$ cat config.mk
export PLATFORM = sky130hd
export DESIGN_NAME = hazard_ctrl
export DESIGN_NICKNAME = d
export VERILOG_FILES = /design/src/rtl/hazard_ctrl_pkg.sv /design/src/rtl/hazard_sb.sv /design/src/rtl/hazard_ctrl.sv
export SDC_FILE = /design/constraint.sdc
export NUM_CORES = 1
export LEC_CHECK = 0
export ABC_AREA = 1
export BUFFER_PORTS_ARGS = -buffer_cell sky130_fd_sc_hd__buf_2
export CORE_ASPECT_RATIO = 1.25
export CORE_UTILIZATION = 49
export DETAILED_ROUTE_END_ITERATION = 7
export PLACE_DENSITY = 0.88
export SYNTH_ARGS = -nofsm -noshare
export SYNTH_HDL_FRONTEND = slang
export SYNTH_HIERARCHICAL = 1
export SYNTH_SLANG_ARGS = --single-unit
$ cat constraint.sdc
create_clock -name clk -period 2.2 [get_ports clk]
set_input_delay 0.44 -clock clk [delete_from_list [all_inputs] [get_ports clk]]
set_output_delay 0.44 -clock clk [all_outputs]
set_load 0.02 [all_outputs]
$ cat src/rtl/hazard_ctrl_pkg.sv
// Shared definitions for the ALU-pipeline issue/stall controller (package pipe_pkg):
// instruction field positions, FSM state encoding and the scoreboard entry layout.
package pipe_pkg;

  localparam int WE_BIT    = 30;
  localparam int DS_BIT    = 29;
  localparam int WSEL_HI   = 25;
  localparam int WSEL_LO   = 21;
  localparam int RS1_HI    = 20;
  localparam int RS1_LO    = 16;
  localparam int RS2_HI    = 15;
  localparam int RS2_LO    = 11;
  localparam int MAX_SEL_W = WSEL_HI - WSEL_LO + 1;

  typedef enum logic [1:0] {
    RUN   = 2'd0,
    STALL = 2'd1,
    DRAIN = 2'd2
  } state_e;

  typedef struct packed {
    logic                 valid;
    logic                 we;
    logic [MAX_SEL_W-1:0] wsel;
  } sb_entry_t;

endpackage

$ cat src/rtl/hazard_sb.sv
// Shift scoreboard of in-flight register writes plus RAW comparators against
// the incoming instruction's read selects. Entry 0 is the youngest.
module hazard_sb
  import pipe_pkg::*;
#(
  parameter int PIPE_DEPTH = 3,
  parameter int SEL_W      = 5
) (
  input  logic             clk,
  input  logic             rst,
  input  logic             push_i,
  input  logic             we_i,
  input  logic             ds_i,
  input  logic [SEL_W-1:0] wsel_i,
  input  logic [SEL_W-1:0] rs1_i,
  input  logic [SEL_W-1:0] rs2_i,
  output logic             hz1_o,
  output logic             hz2_o,
  output logic             empty_o,
  output logic [3:0]       count_o
);

  sb_entry_t [PIPE_DEPTH-1:0] sb_q;
  sb_entry_t [PIPE_DEPTH-1:0] sb_d;

  always_comb begin
    sb_d          = sb_q;
    sb_d[0].valid = push_i;
    sb_d[0].we    = push_i & we_i;
    sb_d[0].wsel  = push_i ? MAX_SEL_W'(wsel_i) : '0;
    for (int k = 1; k < PIPE_DEPTH; k++) begin
      sb_d[k] = sb_q[k-1];
    end
  end

  always_ff @(posedge clk or posedge rst) begin
    if (rst) sb_q <= '0;
    else     sb_q <= sb_d;
  end

  // The register file has no bypass, so the oldest entry still counts as a hazard.
  always_comb begin
    hz1_o   = 1'b0;
    hz2_o   = 1'b0;
    empty_o = 1'b1;
    count_o = '0;
    for (int k = 0; k < PIPE_DEPTH; k++) begin
      if (sb_q[k].valid) empty_o = 1'b0;
      if (sb_q[k].valid && sb_q[k].we) begin
        count_o = count_o + 4'd1;
        if (sb_q[k].wsel == MAX_SEL_W'(rs1_i)) hz1_o = 1'b1;
        if (!ds_i && sb_q[k].wsel == MAX_SEL_W'(rs2_i)) hz2_o = 1'b1;
      end
    end
  end

endmodule

$ cat src/rtl/hazard_ctrl.sv
// Issue/stall controller between fetch and the S1 decode register.
// Optional statistics counters are built when HAZARD_STATS_EN is defined.
module hazard_ctrl
  import pipe_pkg::*;
#(
  parameter int PIPE_DEPTH = 3,
  parameter int SEL_W      = 5
) (
  input  logic        clk,
  input  logic        reset,
  input  logic        inst_valid,
  input  logic [31:0] inst_in,
  input  logic        flush_req,
  output logic        issue,
  output logic        stall,
  output logic        bubble,
  output logic        flush_done,
  output logic        busy,
  output logic [3:0]  sb_count
`ifdef HAZARD_STATS_EN
  ,
  output logic [31:0] stall_cycles,
  output logic [31:0] issue_count
`endif
);

  state_e state_q, state_d;
  logic   hz1, hz2, sb_empty, hazard;
  logic   unused_inst_bits;

  assign unused_inst_bits = ^{inst_in[31], inst_in[28:26], inst_in[10:0]};

  hazard_sb #(
    .PIPE_DEPTH (PIPE_DEPTH),
    .SEL_W      (SEL_W)
  ) u_sb (
    .clk     (clk),
    .rst     (reset),
    .push_i  (issue),
    .we_i    (inst_in[WE_BIT]),
    .ds_i    (inst_in[DS_BIT]),
    .wsel_i  (inst_in[WSEL_LO +: SEL_W]),
    .rs1_i   (inst_in[RS1_LO +: SEL_W]),
    .rs2_i   (inst_in[RS2_LO +: SEL_W]),
    .hz1_o   (hz1),
    .hz2_o   (hz2),
    .empty_o (sb_empty),
    .count_o (sb_count)
  );

  assign hazard = inst_valid & (hz1 | hz2);
  assign busy   = (state_q != RUN);

  always_ff @(posedge clk or posedge reset) begin
    if (reset) state_q <= RUN;
    else       state_q <= state_d;
  end

  always_comb begin
    state_d = state_q;
    case (state_q)
      RUN, STALL: begin
        if (flush_req)   state_d = DRAIN;
        else if (hazard) state_d = STALL;
        else             state_d = RUN;
      end
      DRAIN:   if (sb_empty) state_d = RUN;
      default: state_d = RUN;
    endcase
  end

  // Outputs are held low for as long as reset is asserted, not just until the next edge.
  always_comb begin
    issue      = 1'b0;
    stall      = 1'b0;
    bubble     = 1'b0;
    flush_done = 1'b0;
    if (!reset) begin
      case (state_q)
        RUN, STALL: begin
          if (flush_req) begin
            stall  = 1'b1;
            bubble = 1'b1;
          end else begin
            issue  = inst_valid & ~hazard;
            stall  = hazard;
            bubble = hazard;
          end
        end
        DRAIN: begin
          bubble = 1'b1;
          if (sb_empty) flush_done = 1'b1;
          else          stall      = 1'b1;
        end
        default: ;
      endcase
    end
  end

`ifdef HAZARD_STATS_EN
  logic [31:0] stall_cycles_q, issue_count_q;

  always_ff @(posedge clk or posedge reset) begin
    if (reset) begin
      stall_cycles_q <= '0;
      issue_count_q  <= '0;
    end else begin
      if (stall && state_q != DRAIN && stall_cycles_q != 32'hFFFF_FFFF)
        stall_cycles_q <= stall_cycles_q + 32'd1;
      if (issue && issue_count_q != 32'hFFFF_FFFF)
        issue_count_q <= issue_count_q + 32'd1;
    end
  end

  assign stall_cycles = stall_cycles_q;
  assign issue_count  = issue_count_q;
`else
  // Statistics counters are not built in this configuration.
`endif

endmodule

# Yosys cells after proc, flatten, opt, wreduce, memory -nomap -nowiden
# Cells that the tools add are included.
[word_totals] register_bits=23 latch_bits=0 mem_bits_rw=0 romBits=0 in_bits=36 out_inout_bits=9 wordCells=71 mem_count=0
[op_classes] addsub=2 multipliers=0 n_div=0 n_lt_le_gt_ge=0 eq_ne=9 shift=0 n_mux=35 bitwise_logic=5 n_reduce_logical=10
[op_table] op="equality test 5 bit" n=6
[op_table] op="two-way mux 1 bit" n=27
[op_table] op="two-way mux 4 bit" n=2
[op_table] op="logical AND 1 bit" n=6
[op_table] op="two-way mux 5 bit" n=1
[op_table] op="adder 4 x 1 -> 4 bit (second input constant)" n=1
[op_table] op="two-way mux 2 bit" n=2
[op_table] op="case mux 1 bit (2 select lines)" n=2
[op_table] op="case mux 2 bit (2 select lines)" n=1
[op_table] op="AND 1 bit" n=3
[op_table] op="adder 1 x 1 -> 2 bit (second input constant)" n=1
[op_table] op="equality test 2 x 1 -> 1 bit (second input constant)" n=1
[op_table] op="equality test 2 bit (second input constant)" n=1
[op_table] op="logical NOT 2 bit" n=1
[op_table] op="inequality test 2 bit (second input constant)" n=1
[op_table] op="nonzero test 2 bit" n=1
[op_table] op="OR reduction 2 bit" n=1
[op_table] op="logical NOT 1 bit" n=1
[op_table] op="inverter 1 bit" n=1
[op_table] op="bitwise OR 1 bit" n=1

# Longest topological paths before layout
[depth] word_depth=16 depth_mapped=13 mapped_depth_nobuf=13

# By module
# Netlist, hierarchy kept.
[modules_own_cells] mod="hazard_sb" instances=1 cells_per_inst=161 area_each_um2=1141.1 seq_area_each_um2=525.5
[modules_own_cells] mod="hazard_ctrl" instances=1 cells_per_inst=24 area_each_um2=141.4 seq_area_each_um2=50.0

# Least setup slack after synthesis
# Ideal clock, no wire load.
[synth_timing] path_kind="input to output" from="input port inst_in[15]" to="output port issue" arrival_ps=1579 required_time_ps=1760 setup_slack_ps=181 path_stages=11 n_path_buf=0 path_cell_list="inv_2 -> nand2_1 -> o21ai_0 -> nor2_1 -> nand3_1 -> nand3_1 -> nand2_1 -> inv_1 -> nor2_1 -> nand2_1 -> nor2_1"
[synth_between] elab_chain_len=15 word_cells_on_any_way=19 cone_classes="3 x eq/ne; 9 x mux; 4 x bitwise; 3 x reduce/logical"
[synth_rtl] element="start: declaration" line_no="hazard_ctrl.sv:12" text="input logic [31:0] inst_in,"
[synth_rtl] element="equality test 5 bit" line_no="hazard_sb.sv:52" text="if (!ds_i && sb_q[k].wsel == MAX_SEL_W'(rs2_i)) hz2_o = 1'b1;"
[synth_rtl] element="logical AND 1 bit" line_no="hazard_sb.sv:52"
[synth_rtl] element="two-way mux 1 bit" line_no="hazard_sb.sv:52"
[synth_rtl] element="two-way mux 1 bit" line_no="hazard_sb.sv:49" text="if (sb_q[k].valid && sb_q[k].we) begin"
[synth_rtl] element="two-way mux 1 bit" line_no="hazard_sb.sv:52"
[synth_rtl] element="two-way mux 1 bit" line_no="hazard_sb.sv:49"
[synth_rtl] element="two-way mux 1 bit" line_no="hazard_sb.sv:52"
[synth_rtl] element="two-way mux 1 bit (*)" line_no="hazard_sb.sv:49"
[synth_rtl] element="net hz2" line_no="hazard_ctrl.sv:28" text="logic hz1, hz2, sb_empty, hazard;"
[synth_rtl] element="bitwise OR 1 bit (*)" line_no="hazard_ctrl.sv:51" text="assign hazard = inst_valid & (hz1 | hz2);"
[synth_rtl] element="AND 1 bit (*)" line_no="hazard_ctrl.sv:51"
[synth_rtl] element="inverter 1 bit (*)" line_no="hazard_ctrl.sv:85" text="issue = inst_valid & ~hazard;"
[synth_rtl] element="AND 1 bit (*)" line_no="hazard_ctrl.sv:85"
[synth_rtl] element="two-way mux 1 bit (*)" line_no="hazard_ctrl.sv:81" text="if (flush_req) begin"
[synth_rtl] element="two-way mux 1 bit (*)" line_no="hazard_ctrl.sv:79" text="case (state_q)"
[synth_rtl] element="two-way mux 1 bit (*)" line_no="hazard_ctrl.sv:78" text="if (!reset) begin"
[synth_rtl] element="end: declaration" line_no="hazard_ctrl.sv:14" text="output logic issue,"
# The timed path passes the listed nets; every way through them passes the cells marked *.

# Worst setup path in the final report
[layout_timing] from="register u_sb.sb_q, in the netlist u_sb/sb_d[13]" to="output port stall"
[layout_between] elab_chain_len=11 word_cells_on_any_way=20 cone_classes="17 x mux; 2 x bitwise; 1 x reduce/logical"
[layout_rtl] element="start: declaration" line_no="hazard_sb.sv:23" text="sb_entry_t [PIPE_DEPTH-1:0] sb_q;"
[layout_rtl] element="start signal: assignment" line_no="hazard_sb.sv:37" text="if (rst) sb_q <= '0;"
[layout_rtl] element="start signal: assignment" line_no="hazard_sb.sv:38" text="else sb_q <= sb_d;"
[layout_rtl] element="logical AND 1 bit (*)" line_no="hazard_sb.sv:49"
[layout_rtl] element="two-way mux 1 bit (*)" line_no="hazard_sb.sv:49"
[layout_rtl] element="two-way mux 1 bit" line_no="hazard_sb.sv:51" text="if (sb_q[k].wsel == MAX_SEL_W'(rs1_i)) hz1_o = 1'b1;"
[layout_rtl] element="two-way mux 1 bit (*)" line_no="hazard_sb.sv:49"
[layout_rtl] element="two-way mux 1 bit" line_no="hazard_sb.sv:51"
[layout_rtl] element="two-way mux 1 bit (*)" line_no="hazard_sb.sv:49"
[layout_rtl] element="net hz1" line_no="hazard_ctrl.sv:28"
[layout_rtl] element="bitwise OR 1 bit (*)" line_no="hazard_ctrl.sv:51"
[layout_rtl] element="AND 1 bit (*)" line_no="hazard_ctrl.sv:51"
[layout_rtl] element="two-way mux 1 bit (*)" line_no="hazard_ctrl.sv:81"
[layout_rtl] element="case mux 1 bit (2 select lines) (*)" line_no="hazard_ctrl.sv:79"
[layout_rtl] element="two-way mux 1 bit (*)" line_no="hazard_ctrl.sv:78"
[layout_rtl] element="end: declaration" line_no="hazard_ctrl.sv:15" text="output logic stall,"
# Marks and branches as above.

==> flow_summary.toml <==
[run_status]
status = "finished with violations"
violations = "negative setup slack"

[cells_and_area]
nets = 266
layout-drive-gt1-share_pct = 27.8
synthToLayoutAreaGrowth_pct = 24.9
antennaDiodeCount = 0

[critical_path]
crit_type = "flip-flop to output port"
r2r_start = "u_sb/sb_q[14]"
worst_r2r_endpoint = "u_sb/sb_d[7]"
reg2reg_setup_slack_ps = 600
cp.arrival_ps = 1770
required_ps = 1760
cp-endpoint = "stall"
setup.worst_path.start_class = "flip-flop"
cp_max_fo = 3
r2r_cells = 11
setup.worst_path.start = "u_sb/sb_d[13]"
crit_path_end_kind = "output port"

[floorplanning]
dieHeight_um = 59.2
die_w_um = 47.8
die_area_um2 = 2830
ios = 45
rows = 20
core_region_area_um2 = 2450
initial_core_util_pct = 52.3

[global_routing]
grt_antenna_before_repair = 0
grt_pass1_vias = 1046
grt.overflow.total = 0
grt_max_degree = 22
grt_pass1_wl_mm = 4.31
grt_use_total_pct = 22.4

[route]
first_pass_iters = 4
drc_errors = 0
vias = 1263
dr.max_layer_used = "met4"
first_iter_violations = 53
drt-wirelength-per-cell_um = 10.5
wl_met1_mm = 1.08
vias_per_cell = 4.86
wl_mm = 2.73
met2_length_mm = 1.47
ant_nets = 0
met3_length_um = 116

[power_and_ir_drop]
vdd_drop_max_mv = 0.448
p_per_area_nw_per_um2 = 491
finalPower_mw = 0.787
p_leak_nw = 0.957

[timing]
period_needed_ps = 2210
max_clock_freq_mhz = 452
worst_clock_skew_ps = 6.77
tightest_slew_ps = 777
maxSlewViolCount = 0
whs_ps = 294
fin_setup_tns_ps = -12.8
hold_viol = 0
rsz0062_at_grt = "yes"
relSlewSlack_pct = 48.1
layout_setup_ws_ps = -12.8
post-route-period-util_pct = 101
setup_viol = 1

[clock_tree]
htree_num_levels = 1
cts_root_buf = "clkbuf_4"
cts_max_path_buffers = 2
cts_buffers = 3
cts_tree = "built"
cts.clk_slew.worst_paths_ps = 130
clock_sinks = 23
clkLatencyLatePin_ps = 320

[logic_synthesis]
yosysTopAreaCell = "dfrtp_1"
synth_cell_type_count = 18
synth_top_area_share_pct = 44.9
synthTopCellsByCount = "nand2_1 (58), inv_1 (28), nor2_1 (26)"
ys_seq_elements = 23
synth.area.top_cells = "dfrtp_1 (45%), nand2_1 (17%), inv_1 (8.2%)"
async_flop_share_pct = 100
syn_nets = 223
synthFlopType = "dfrtp_1"
synth_edf_count = 0
syn_area_per_cell_um2 = 6.93
synth_cells = 185
netlist_area_um2 = 1280
yosys_warnings = 6
synth_seq_area_share_pct = 44.9
synth_most_common_cell = "nand2_1"

[place]
port_buffers = 28
hpwl_mm = 2.07
gp_congestion = 0.947
dp_slack_ps = 84.7

[flow_run]
maxCapViolCount = 0

[hold_path]
hold_path.class = "input port to flip-flop"
metal layers:
| metal | vias up | global-route usage [%] |
|---|---|---|
| met5 | - | 0 |
| met4 | 0 | 10.7 |
| met3 | 4 | 1.83 |
| met2 | 39 | 38.2 |
| met1 | 579 | 27.6 |
| li1 | 641 | - |
per-stage QoR:
step / utilization [%] / cell area, um^2 / instances
finish: 65.3 / 1600 / 260
global placement: 59.7 / 1460 / 246
global route: 65.3 / 1600 / 260
detailed placement: 59.7 / 1460 / 246
CTS: 63.8 / 1560 / 256
floorplan: - / 1280 / 185
what timing repair did:
item                       4_1_cts  5_1_grt
hold buffers                     1        0
cloned                           0        0
setup buffers                    5        4
pin swaps                        6        3
hold endpoints to repair         2        0
resized for setup                8        5
setup endpoints to repair        3        3
state kept, by name (all words and copies together), names as in the netlist:
register	count
u_sb/sb_d	14
state_q	2
u_sb/sb_q	7
layout by cell type (no fill, tap or decap):
cell type,count
o21ai_0,5
o21ai_1,1
o22ai_1,6
inv_1,24
nand3_2,1
buf_4,13
buf_2,25
inv_2,13
xnor2_1,1
clkinvlp_4,1
nor2_1,24
nor2_2,2
dfrtp_1,23
conb_1,1
xor2_1,4
nand3_1,8
dlygate4sd3_1,1
ha_1,2
a21oi_1,4
clkbuf_4,3
nor3_1,3
nand2_1,57
nor2_4,2
nand2_2,3
worst min path at each step:
stage / startpoint / to / slack, ps / cells after the start
after floorplan: reset / state_q[0] / 180 / 1
after global placement: reset / state_q[0] / 340 / 2
after detailed placement: reset / state_q[1] / 350 / 2
after CTS: inst_in[23] / u_sb/sb_d[9] / 280 / 3
after global routing: inst_in[23] / u_sb/sb_d[9] / 290 / 3
final: inst_in[23] / u_sb/sb_d[9] / 290 / 3
area by class of cell:
type                            count  area (um^2)
Multi-Input combinational cell    124          583
Fill cell                         244          851
Clock inverter                      1         7.51
Sequential cell                    23          576
Timing Repair Buffer               39          233
Tap cell                           33         41.3
Inverter                           37          139
Clock buffer                        3         22.5
critical path: stages, from the launching register on:
cell	delay [ps]
dfrtp_1	380
nand2_2	70
inv_2	70
o21ai_0	90
a21oi_1	200
nand3_1	120
nand3_2	100
nor2_4	50
nor2_4	70
nor2_1	50
nor2_1	100
buf_4	150
where the power goes:
part / switching, mW / total (mW) / internal, mW
clock: 0.127 / 0.196 / 0.0695
sequential: 0.0113 / 0.447 / 0.435
combinational: 0.0869 / 0.144 / 0.0568
total: 0.225 / 0.787 / 0.562
cell families after synthesis:
logic type | Yosys count | share of synthesized area [%]
AND/OR/NAND/NOR | 100 | 31.2
buffers and inverters | 38 | 11.4
flip-flops | 23 | 44.9
AO/OA/AOI/OAI | 16 | 6.83
XOR/XNOR | 5 | 3.41
adder cells (fa/ha/maj) | 2 | 1.95
other | 1 | 0.292
Note: power is estimated with default switching activity, not from simulation.
